$ cat src/rtl/f2c_if.sv
// rtl/f2c_if.sv - start/busy/done handshake bundle for the Fahrenheit-to-Celsius converter
interface f2c_if #(
    parameter int F_W = 7,
    parameter int C_W = 5
);
    logic           start;
    logic [F_W-1:0] f;
    logic           busy;
    logic           done;
    logic [C_W-1:0] c;
    logic           err;

    modport master (output start, f, input busy, done, c, err);
    modport slave  (input start, f, output busy, done, c, err);
endinterface

$ cat src/rtl/f_to_c_converter.sv
// rtl/f_to_c_converter.sv - sequential (f-32)*5/9 converter, shift-add x5 and restoring /9
// Optional F2C_ROUND_EN: bias the dividend by +4 so the quotient rounds to nearest.
module f_to_c_converter #(
    parameter int F_W = 7,
    parameter int C_W = 5
) (
    input  logic  clk,
    input  logic  rst,
    f2c_if.slave  bus
);
    localparam int P_W   = F_W + 3;
    localparam int CNT_W = $clog2(P_W);

    typedef enum logic [1:0] {IDLE, PREP, DIV, DONE} state_t;

    state_t           state;
    logic [F_W-1:0]   f_reg;
    logic [P_W-1:0]   p;
    logic [P_W-1:0]   quo;
    logic [3:0]       rem;
    logic [CNT_W-1:0] cnt;
    logic             under;

    logic [F_W-1:0]   d;
    logic [P_W-1:0]   p_init;
    logic [4:0]       rem_sh;
    logic             ge;
    logic [3:0]       rem_nx;
    logic [P_W-1:0]   quo_nx;
    logic             sat;

    always_comb begin
        d      = f_reg - F_W'(32);
        p_init = ({3'b000, d} << 2) + {3'b000, d};
`ifdef F2C_ROUND_EN
        p_init = p_init + P_W'(4);
`endif
        // remainder stays below 9, so the shifted value fits in 5 bits
        rem_sh = {rem, p[P_W-1]};
        ge     = (rem_sh >= 5'd9);
        rem_nx = ge ? 4'(rem_sh - 5'd9) : rem_sh[3:0];
        quo_nx = {quo[P_W-2:0], ge};
        sat    = |quo_nx[P_W-1:C_W];
    end

    always_ff @(posedge clk or posedge rst) begin
        if (rst) begin
            state    <= IDLE;
            f_reg    <= '0;
            p        <= '0;
            quo      <= '0;
            rem      <= '0;
            cnt      <= '0;
            under    <= 1'b0;
            bus.busy <= 1'b0;
            bus.done <= 1'b0;
            bus.c    <= '0;
            bus.err  <= 1'b0;
        end else begin
            case (state)
                IDLE: begin
                    bus.done <= 1'b0;
                    if (bus.start) begin
                        f_reg    <= bus.f;
                        bus.busy <= 1'b1;
                        state    <= PREP;
                    end
                end
                PREP: begin
                    under <= (f_reg < F_W'(32));
                    p     <= (f_reg < F_W'(32)) ? '0 : p_init;
                    rem   <= '0;
                    quo   <= '0;
                    cnt   <= CNT_W'(P_W - 1);
                    state <= DIV;
                end
                DIV: begin
                    p   <= p << 1;
                    rem <= rem_nx;
                    quo <= quo_nx;
                    cnt <= cnt - 1'b1;
                    // the final quotient bit is folded in via quo_nx on the same edge
                    if (cnt == '0) begin
                        state    <= DONE;
                        bus.done <= 1'b1;
                        if (under) begin
                            bus.c   <= '0;
                            bus.err <= 1'b1;
                        end else if (sat) begin
                            bus.c   <= '1;
                            bus.err <= 1'b1;
                        end else begin
                            bus.c   <= quo_nx[C_W-1:0];
                            bus.err <= 1'b0;
                        end
                    end
                end
                DONE: begin
                    bus.done <= 1'b0;
                    bus.busy <= 1'b0;
                    state    <= IDLE;
                end
                default: state <= IDLE;
            endcase
        end
    end
endmodule

$ cat src/flat_wrapper.sv
// flat-port wrapper written by rule: the top's interface ports become plain ports
module f_to_c_converter_flat 
#(
    parameter int F_W = 7,
    parameter int C_W = 5
)
  (clk, rst, bus_start, bus_f, bus_busy, bus_done, bus_c, bus_err);
  f2c_if #(.F_W(F_W), .C_W(C_W)) bus_i ();
  input  logic clk;
  input  logic rst;
  input wire logic [$bits(bus_i.start)-1:0] bus_start;
  input wire logic [$bits(bus_i.f)-1:0] bus_f;
  output wire logic [$bits(bus_i.busy)-1:0] bus_busy;
  output wire logic [$bits(bus_i.done)-1:0] bus_done;
  output wire logic [$bits(bus_i.c)-1:0] bus_c;
  output wire logic [$bits(bus_i.err)-1:0] bus_err;
  assign bus_i.start = bus_start;
  assign bus_i.f = bus_f;
  assign bus_busy = bus_i.busy;
  assign bus_done = bus_i.done;
  assign bus_c = bus_i.c;
  assign bus_err = bus_i.err;
  f_to_c_converter #(.F_W(F_W), .C_W(C_W)) u_core (.clk(clk), .rst(rst), .bus(bus_i));
endmodule
$ cat config.mk
export PLATFORM = sky130hd
export DESIGN_NAME = f_to_c_converter_flat
export DESIGN_NICKNAME = d
export VERILOG_FILES = /design/src/rtl/f2c_if.sv /design/src/rtl/f_to_c_converter.sv /design/src/flat_wrapper.sv
export SDC_FILE = /design/constraint.sdc
export NUM_CORES = 1
export LEC_CHECK = 0
export ABC_AREA = 1
export ABC_CLOCK_PERIOD_IN_PS = 2300
export CORE_MARGIN = 4
export CORE_UTILIZATION = 28
export CTS_BUF_LIST = sky130_fd_sc_hd__clkbuf_8
export CTS_CLUSTER_DIAMETER = 150
export DETAILED_ROUTE_END_ITERATION = 7
export HOLD_SLACK_MARGIN = 0.12
export SLEW_MARGIN = 10
export SYNTH_ARGS = -nofsm -noshare
export SYNTH_HDL_FRONTEND = slang
export SYNTH_SLANG_ARGS = --single-unit
$ cat constraint.sdc
create_clock -name clk -period 2.3 [get_ports clk]
set_input_delay 0.69 -clock clk [delete_from_list [all_inputs] [get_ports clk]]
set_output_delay 0.69 -clock clk [all_outputs]
set_load 0.02 [all_outputs]
==> impl_results.md, run 1 <==
* DR iter-0 viols at 49
* Max Slew Vio Count at 0
* NumNets Final at 312
* Clock transition at path regs at 90 ps
* Clk buf depth at 2
* Reg2reg path depth at 11
* Root buf cell: clkbuf_8
* Core region area at 0.00777 mm²
* Final setup violation count at 0
* Share of layout cells above drive strength 1 at 5.92%
* Worst Setup Start Kind: flop
* Worst setup EP type: primary output
* Max-cap viol count at 0
* Synthesized Nets at 288
* Levels on crit path at 1
* Final core area utilization at 34.2%
* Yosys cell types at 25
* Slowest-stage cell, CP: clkdlybuf4s50_1
* Worst Hold Launch: u_core.bus.c[4]
* Detailed Place HPWL at 3190 µm
* Worst hold stages at 2
* Ports at 18
* GRT Util Overall at 9.63%
* Most frequent cells in the layout: 74 x nand2_1, 45 x inv_1, 45 x dfrtp_1, 19 x nand3_1, 17 x clkdlybuf4s50_1
* Worst skew pair latency at 300 ps
* Arr. time, crit path at 1250 ps
* Design Area, Final at 0.00265 mm²
* Synth warn at 0
* DRC at 0
* Setup Buffers After CTS at 0
* Min-delay worst type: reg -> reg
* Fill cell count at 831
* Total Wirelength at 4270 µm
* Reg2reg start: u_core.f_reg[5]
* R2r endpoint: u_core.p[8]
* GPL Wtd Cong at 0.763
* CTS tree: built
* Synthesized flop and latch total at 45
* CTS H-tree lvls at 2
* Post-CTS sizing at 0
* Hold buffers post-CTS at 0
* Clk sinks at 45
* Largest net degree at the start of global routing at 46
* Seq/Total Area, Yosys at 50.1%
* Grt total ovfl at 0
* Initial core utilization at 29.0%
* Status: finished, final reports clean
* Via count at 1,719
* Antenna violations before repair at 0
* First-pass GRT wire length at 7670 µm
* Cell Rows at 32
* Worst slew margin at 79.0%
* Crit path largest cell delay at 600 ps
* Final worst-path cycle share at 84.4%
* Die Wd at 97.6 µm
* DRT Pass-1 Iters at 4
* Detail Route Antenna Nets at 0
* Crit-path cells: clkdlybuf4s50_1
* Internal reg-to-reg setup slack at 510 ps
* Cells after synthesis at 262
* RSZ-0062 raised after global routing: false
* Leakage at 1.29 nW
* Area Growth Syn to Fin at 18.0%
* Post-DP Area at 0.00257 mm²
* Mapped Avg Cell Area at 8.59 µm²
* Port Buffers at 17
* Hold path endpoint: u_core.bus.c[4]
* CP required at 1610 ps
* Post-route minimum period at 1940 ps
* Critical path class: reg -> out
* Register Area at 0.00113 mm²
* Final setup TNS at 0 ps
* Power Density at 1330 mW/mm²
* Vias in the first global route at 1,748
* Worst path bufs/invs at 1
* Clk_skew at 10.5 ps
* CP top delay family: buffers and inverters
* WL/cell at 11.0 µm
* Share of the synthesized area in the top cell type at 50.1%
* Peak VDD IR at 0.000424 V
* Die Y at 97.6 µm
* Maximum fanout along the worst path at 2
* Diode count at 0
* Fmax at 515 MHz
* Max FFs per register at 10
* Yosys top cell by area: dfrtp_1
* Actual slew at the worst max-slew pin at 311 ps
* Routed vias/inst at 4.42
* Multi-input logic area at 920 µm²
* Die ar. at 0.00953 mm²
* Final Hold Vio Count at 0
* Synthesized cell area at 0.00225 mm²
* Inserted Clock Buffers at 5
* Largest cells by area after synthesis: dfrtp_1 50%, nand2_1 12%, ha_1 8.3%
* Most common cell after layout, fill and taps aside: nand2_1
-- power breakdown --
part | switching [mW] | internal, mW
Combinational | 1.14 | 0.722
Sequential | 0.139 | 1.05
Clock | 0.266 | 0.207
Total | 1.55 | 1.98
-- per-stage QoR --
step | instances | worst slack [ps] | hold WS [ps] | total power, mW
global placement | 381 | 476 | 465 | 3.05
floorplan | 262 | 551 | 449 | 2.55
global route | 389 | 294 | 518 | 3.89
detailed placement | 381 | 425 | 465 | 3.09
finish | 389 | 358 | 486 | 3.52
CTS | 389 | 340 | 487 | 3.57
-- routing by layer --
metal  up-vias  GRT usage (%)  wire [µm]
met2        24           15.8       2000
li1        890              -          -
met4         0           2.13         38
met1       800           12.3       2040
met5         -              0          0
met3         5           3.23        189
-- cells by family (layout without fill, tap and decap cells) --
| group | after synthesis | count (layout) | synth area share (%) |
|---|---|---|---|
| simple gates | 104 | 104 | 19.7 |
| buf+inv | 53 | 78 | 9.07 |
| flops | 45 | 45 | 50.1 |
| compound gates | 43 | 43 | 11.5 |
| fa+ha+maj | 16 | 16 | 9.23 |
| xor+xnor | 1 | 1 | 0.389 |
-- worst max-delay path by stage --
| stage | start | to |
|---|---|---|
| after global placement | bus_start | u_core.f_reg[0] |
| after detailed placement | bus_start | u_core.bus.busy |
| after floorplan | rst | u_core.bus.busy |
| after global routing | u_core.bus.done | bus_done |
| final | u_core.bus.done | bus_done |
| after CTS | u_core.bus.busy | bus_busy |
-- area by class of cell --
cell class                 instances  area share, %
sequential                        45           42.4
multi-input combinational        164           34.7
timing repair buffer              21           8.02
inverter                          49           6.93
tap                              102           4.81
clock buffer                       5           2.59
clock inverter                     3          0.566
-- cell usage after synthesis --
library cell,number
nand3b_1,1
inv_1,44
nor2_8,1
a2bb2oi_1,1
o22a_1,1
nor3_1,2
o211ai_1,2
inv_2,3
nor2_1,4
fa_1,1
nand2_1,74
a21oi_1,4
ha_1,15
dfrtp_1,45
a22oi_1,1
o221ai_1,3
clkinv_1,2
nor2_2,1
nand3_1,19
or2_2,2
o21ai_0,16
o21ai_1,1
o22ai_1,14
xnor2_1,1
buf_2,4
No activity file was read; power rests on OpenSTA's default activity.
==> inputs of run 2 (changes only) <==
--- a/config.mk
+++ b/config.mk
@@ -6,7 +6,7 @@
 export NUM_CORES = 1
 export LEC_CHECK = 0
 export ABC_AREA = 1
-export ABC_CLOCK_PERIOD_IN_PS = 2300
+export ABC_CLOCK_PERIOD_IN_PS = 1600
 export CORE_MARGIN = 4
 export CORE_UTILIZATION = 28
 export CTS_BUF_LIST = sky130_fd_sc_hd__clkbuf_8
==> constraint.sdc (replaced) <==
create_clock -name clk -period 1.6 [get_ports clk]
set_input_delay 0.48 -clock clk [delete_from_list [all_inputs] [get_ports clk]]
set_output_delay 0.48 -clock clk [all_outputs]
set_load 0.02 [all_outputs]
==> run 2 against run 1 <==
  * Setup slack worse by 350 ps
  * Combinational power increased by 76%
  * Sequential cell count stayed put
  * Sequential power increased by 44%
  * Die area unchanged
  * Critical path depth up 9
  * Via count is 3.5% higher
  * Register-to-register slack got worse by 500 ps
  * Clock power grew 75%
  * Core utilization increased by 2.5 points
  * Power rose by 65%
  * Critical path type is now reg -> reg
  * Critical endpoint is now u_core.p[7]
  * Largest power group unchanged
==> impl_results.md, run 2 (synthesis gave the netlist of run 1 again) <==
* Clk sinks at 45
* DRC at 0
* Max FFs per register at 10
* Post-Layout Cell Count at 402
* NumNets Final at 326
* Port Buffers at 17
* Peak VDD IR at 0.000740 V
* Detail Route Antenna Nets at 0
* Die Y at 97.6 µm
* Vias in the first global route at 1,848
* Clk buf depth at 2
* Worst setup EP type: flop
* Worst hold slack at 402 ps
* Pwr Total at 5.82 mW
* Diode count at 0
* Leakage at 1.37 nW
* Max Slew Vio Count at 0
* Max-cap viol count at 0
* Final setup violation count at 0
* Detailed Place HPWL at 3320 µm
* Total Wirelength at 4510 µm
* Met1 WL at 2130 µm
* Post-route minimum period at 1590 ps
* CTS tree: built
* GPL Wtd Cong at 0.767
* Die Wd at 97.6 µm
* Routed vias/inst at 4.43
* Antenna violations before repair at 0
* Power Density at 2040 mW/mm²
* Largest net degree at the start of global routing at 31
* First-pass GRT wire length at 8010 µm
* Flop pwr share at 29.4%
* Metal2 WL at 2170 µm
* Final setup TNS at 0 ps
* Placed insts at 393
* Clock network fraction of total power at 14.2%
* CTS H-tree lvls at 2
* Via count at 1,780
* Share of layout cells above drive strength 1 at 16.0%
* WL/cell at 11.2 µm
* Cell Rows at 32
* Int Pwr at 3.39 mW
* Fmax at 628 MHz
* Maximum fanout along the worst path at 3
* Fill cell count at 819
* Arr. time, crit path at 1780 ps
* Critical path class: reg -> reg
* Final Hold Vio Count at 0
* Clock transition at path regs at 90 ps
* Worst Setup Start Kind: flop
* Worst slew margin at 77.8%
* Clk_skew at 9.73 ps
* Min-delay worst type: in -> async
* P_sw at 2.43 mW
* Combinational Power Share at 56.4%
* Most common cell after layout, fill and taps aside: nand2_1
* GRT Util Overall at 10.2%
* Pre-CTS setup slack at -41.3 ps
* RSZ-0062 raised after global routing: true
* Actual slew at the worst max-slew pin at 331 ps
* Hold buffers post-CTS at 0
* Die ar. at 0.00953 mm²
* Initial core utilization at 29.0%
* Core region area at 0.00777 mm²
* Final worst-path cycle share at 99.6%
* Most frequent cells in the layout: 74 x nand2_1, 44 x dfrtp_1, 38 x inv_1, 18 x nand3_1
* Design Area, Final at 0.00285 mm²
* Worst skew pair latency at 300 ps
* Root buf cell: clkbuf_8
* Setup ws final at 7.04 ps
* Top sig layer: met4
* Met3 WL at 172 µm
* Area Growth Syn to Fin at 26.5%
* DR iter-0 viols at 40
* Post-DP Area at 0.00266 mm²
* Grt total ovfl at 0
* Status: finished, final reports clean
* Inserted Clock Buffers at 5
* CP required at 1790 ps
* Final core area utilization at 36.6%
* Net Sw Frac at 41.7%
* DRT Pass-1 Iters at 4
* Ports at 18
[run 2: final timing paths]
kind                            startpoint         endpoint  slack [ps]  cells after the start
max reg2reg                u_core.f_reg[5]      u_core.p[7]           7                     10
max                        u_core.f_reg[5]      u_core.p[7]           7                     10
max in group asynchronous              rst  u_core.f_reg[4]         740                      3
min in group clk           u_core.bus.c[2]  u_core.bus.c[2]         480                      2
min reg2reg                u_core.bus.c[2]  u_core.bus.c[2]         480                      2
min                                    rst  u_core.bus.c[4]         400                      2
[run 2: power by group through the flow]
stage	clock network [mW]	logic [mW]	registers [mW]
floorplan	0	1.85	1.81
global placement	0	2.87	1.71
detailed placement	0	2.95	1.72
CTS	0.859	3.00	1.71
global route	0.891	3.73	1.76
finish	0.829	3.28	1.71
[run 2: what timing repair did]
item / CTS / global route
pin swaps: 0 / 8
setup buffers: 0 / 2
gates resized for setup: 14 / 15
setup endpoints to repair: 12 / 13
[run 2: worst max-delay path, stage by stage (launching register included)]
cell and delay, ps:
dfrtp_1 360, inv_2 60, ha_4 280, inv_4 40
ha_4 280, nand2_1 50, nand3b_1 160, nand2_1 90
nand2_1 60, nand3_1 60, nand2_1 50
[run 2: area by class of cell]
cell class | instances | area, µm² | share of cell area, %
Timing Repair Buffer | 35 | 315 | 11.1
Inverter | 49 | 190 | 6.68
Sequential cell | 45 | 1130 | 39.6
Clock inverter | 2 | 35.0 | 1.23
Clock buffer | 5 | 68.8 | 2.42
Multi-Input combinational cell | 164 | 982 | 34.5
Tap cell | 102 | 128 | 4.48
[run 2: layer usage]
metal / GRT usage (%) / up-vias
met1: 12.4 / 833
met3: 2.87 / 5
met4: 2.88 / 0
met2: 17.6 / 20
met5: 0 / -
li1: - / 922
==> inputs of run 3 (changes only) <==
--- a/config.mk
+++ b/config.mk
@@ -12,6 +12,7 @@
 export CTS_BUF_LIST = sky130_fd_sc_hd__clkbuf_8
 export CTS_CLUSTER_DIAMETER = 150
 export DETAILED_ROUTE_END_ITERATION = 7
+export GPL_TIMING_DRIVEN = 0
 export HOLD_SLACK_MARGIN = 0.12
 export SLEW_MARGIN = 10
 export SYNTH_ARGS = -nofsm -noshare
==> constraint.sdc (replaced) <==
create_clock -name clk -period 1.6 [get_ports clk]
set_input_delay 0.48 -clock clk [delete_from_list [all_inputs] [get_ports clk]]
set_output_delay 0.48 -clock clk [all_outputs]
set_load 0.01 [all_outputs]
==> run 3 against run 2 <==
  * Sequential power is essentially flat
  * Largest power group unchanged
  * Global-route usage is essentially flat
  * Highest routed layer unchanged
  * The flow now finishes with violations (setup timing)
  * Fmax shrank 2.4%
  * Cell count shrank 1.7%
  * First-iteration DRC count grew 53%
  * Critical endpoint is now u_core.p[8]
  * Critical path depth grew 1
  * Die area is the same
  * Sequential cell count is the same
  * Clock power shrank 13%
==> impl_results.md, run 3 (synthesis gave the netlist of run 1 again) <==
* Detail Route Antenna Nets at 0
* Most frequent cells in the layout: 72 x nand2_1, 45 x dfrtp_1, 39 x inv_1, 16 x nand3_1, 16 x o21ai_0
* Leakage at 1.33 nW
* Cell Rows at 32
* Worst Hold Launch: u_core.bus.c[0]
* Inserted Clock Buffers at 5
* Worst slew margin at 69.4%
* Die Wd at 97.6 µm
* Initial core utilization at 29.0%
* Peak VDD IR at 0.000841 V
* Max Slew Vio Count at 0
* Share of layout cells above drive strength 1 at 15.0%
* Vias in the first global route at 1,733
* CTS H-tree lvls at 2
* Port Buffers at 17
* Final Hold Vio Count at 0
* Failing checks: setup timing
* Critical path class: reg -> reg
* Clock transition at path regs at 90 ps
* First-pass GRT wire length at 7910 µm
* Most common cell after layout, fill and taps aside: nand2_1
* CTS tree: built
* Clk_skew at 12.5 ps
* Detailed Place HPWL at 3280 µm
* Actual slew at the worst max-slew pin at 458 ps
* Fmax at 613 MHz
* Core region area at 0.00777 mm²
* RSZ-0062 raised after global routing: true
* Routed vias/inst at 4.41
* Max FFs per register at 10
* Root buf cell: clkbuf_8
* Worst skew pair latency at 300 ps
* Diode count at 0
* Antenna violations before repair at 0
* DR iter-0 viols at 61
* Status: finished with violations
* Final worst-path cycle share at 102%
* Die ar. at 0.00953 mm²
* Area Growth Syn to Fin at 23.2%
* Via count at 1,741
* Maximum fanout along the worst path at 3
* Worst setup EP type: flop
* Grt total ovfl at 0
* Setup crit start: u_core.f_reg[5]
* Ports at 18
* Final setup violation count at 1
* Largest net degree at the start of global routing at 27
* Arr. time, crit path at 1820 ps
* DRC at 0
* Worst hold slack at 480 ps
* CP required at 1790 ps
* DRT Pass-1 Iters at 4
* NumNets Final at 318
* Clk sinks at 45
* GPL Wtd Cong at 0.797
* Worst Setup Start Kind: flop
* Min-delay worst type: reg -> reg
* Post-route minimum period at 1630 ps
* Fill cell count at 825
* Die Y at 97.6 µm
* Total Wirelength at 4450 µm
* Reg2reg start: u_core.f_reg[5]
* Clk buf depth at 2
* Setup ws final at -31.5 ps
* GRT Util Overall at 10.2%
* Pre-CTS setup slack at -183 ps
* WL/cell at 11.3 µm
* Power Density at 1930 mW/mm²
* Max-cap viol count at 0
[run 3: power breakdown]
group,switching (mW),internal (mW),total (mW)
combinational,1.73,1.21,2.94
clock,0.411,0.310,0.722
sequential,0.196,1.51,1.70
total,2.34,3.03,5.36
[run 3: what timing repair did]
item | in CTS | in global routing
setup buffers | 4 | 1
endpoints found under the setup margin | 20 | 30
gates cloned | 0 | 0
hold endpoints to repair | 0 | 0
pin swaps | 1 | 7
gates resized for setup | 17 | 12
hold buffers | 0 | 0
[run 3: critical path, stage by stage (launching register included)]
cell and delay [ps]:
dfrtp_1 370, inv_2 60, ha_4 280, inv_4 40, ha_4 260, inv_2 40
nor2_1 90, nand3_1 100, nand2_1 90, nand2_1 70, nand3_2 80, nand3_2 50
[run 3: through the flow]
step	instance area (µm²)	power, mW	TNS (ps)	utilization [%]	std cells
after floorplan	2250	3.59	0	-	262
after global placement	2550	4.25	-42280	32.8	381
after detailed placement	2570	4.32	-1280	33.1	382
after CTS	2720	5.20	0	35.0	394
after global routing	2770	5.95	-363	35.7	395
final	2770	5.36	-31.5	35.7	395
[run 3: worst paths after layout]
kind,depth (start not counted),slack [ps],endpoint
setup reg to reg,11,-30,u_core.p[8]
max in group asynchronous,3,590,u_core.p[3]
hold reg to reg,2,480,u_core.bus.c[0]
setup / recovery,11,-30,u_core.p[8]
hold / removal,2,480,u_core.bus.c[0]
min in group asynchronous,2,500,u_core.bus.c[2]
[run 3: layout make-up]
type	instances	area, µm²	share of cell area (%)
sequential	45	1130	40.6
multi-input combinational	164	997	36.0
timing repair buffer	23	218	7.85
inverter	49	190	6.86
tap	102	128	4.60
clock buffer	5	68.8	2.48
clock inverter	3	22.5	0.812
buffer	4	22.5	0.812
[run 3: metal layers]
| layer | track usage, % | part of all wire, % | up-vias |
|---|---|---|---|
| li1 | - | - | 906 |
| met1 | 13.3 | 48 | 802 |
| met2 | 16.4 | 47 | 27 |
| met3 | 2.80 | 3.9 | 6 |
| met4 | 2.88 | 1.0 | 0 |
| met5 | 0 | 0 | - |
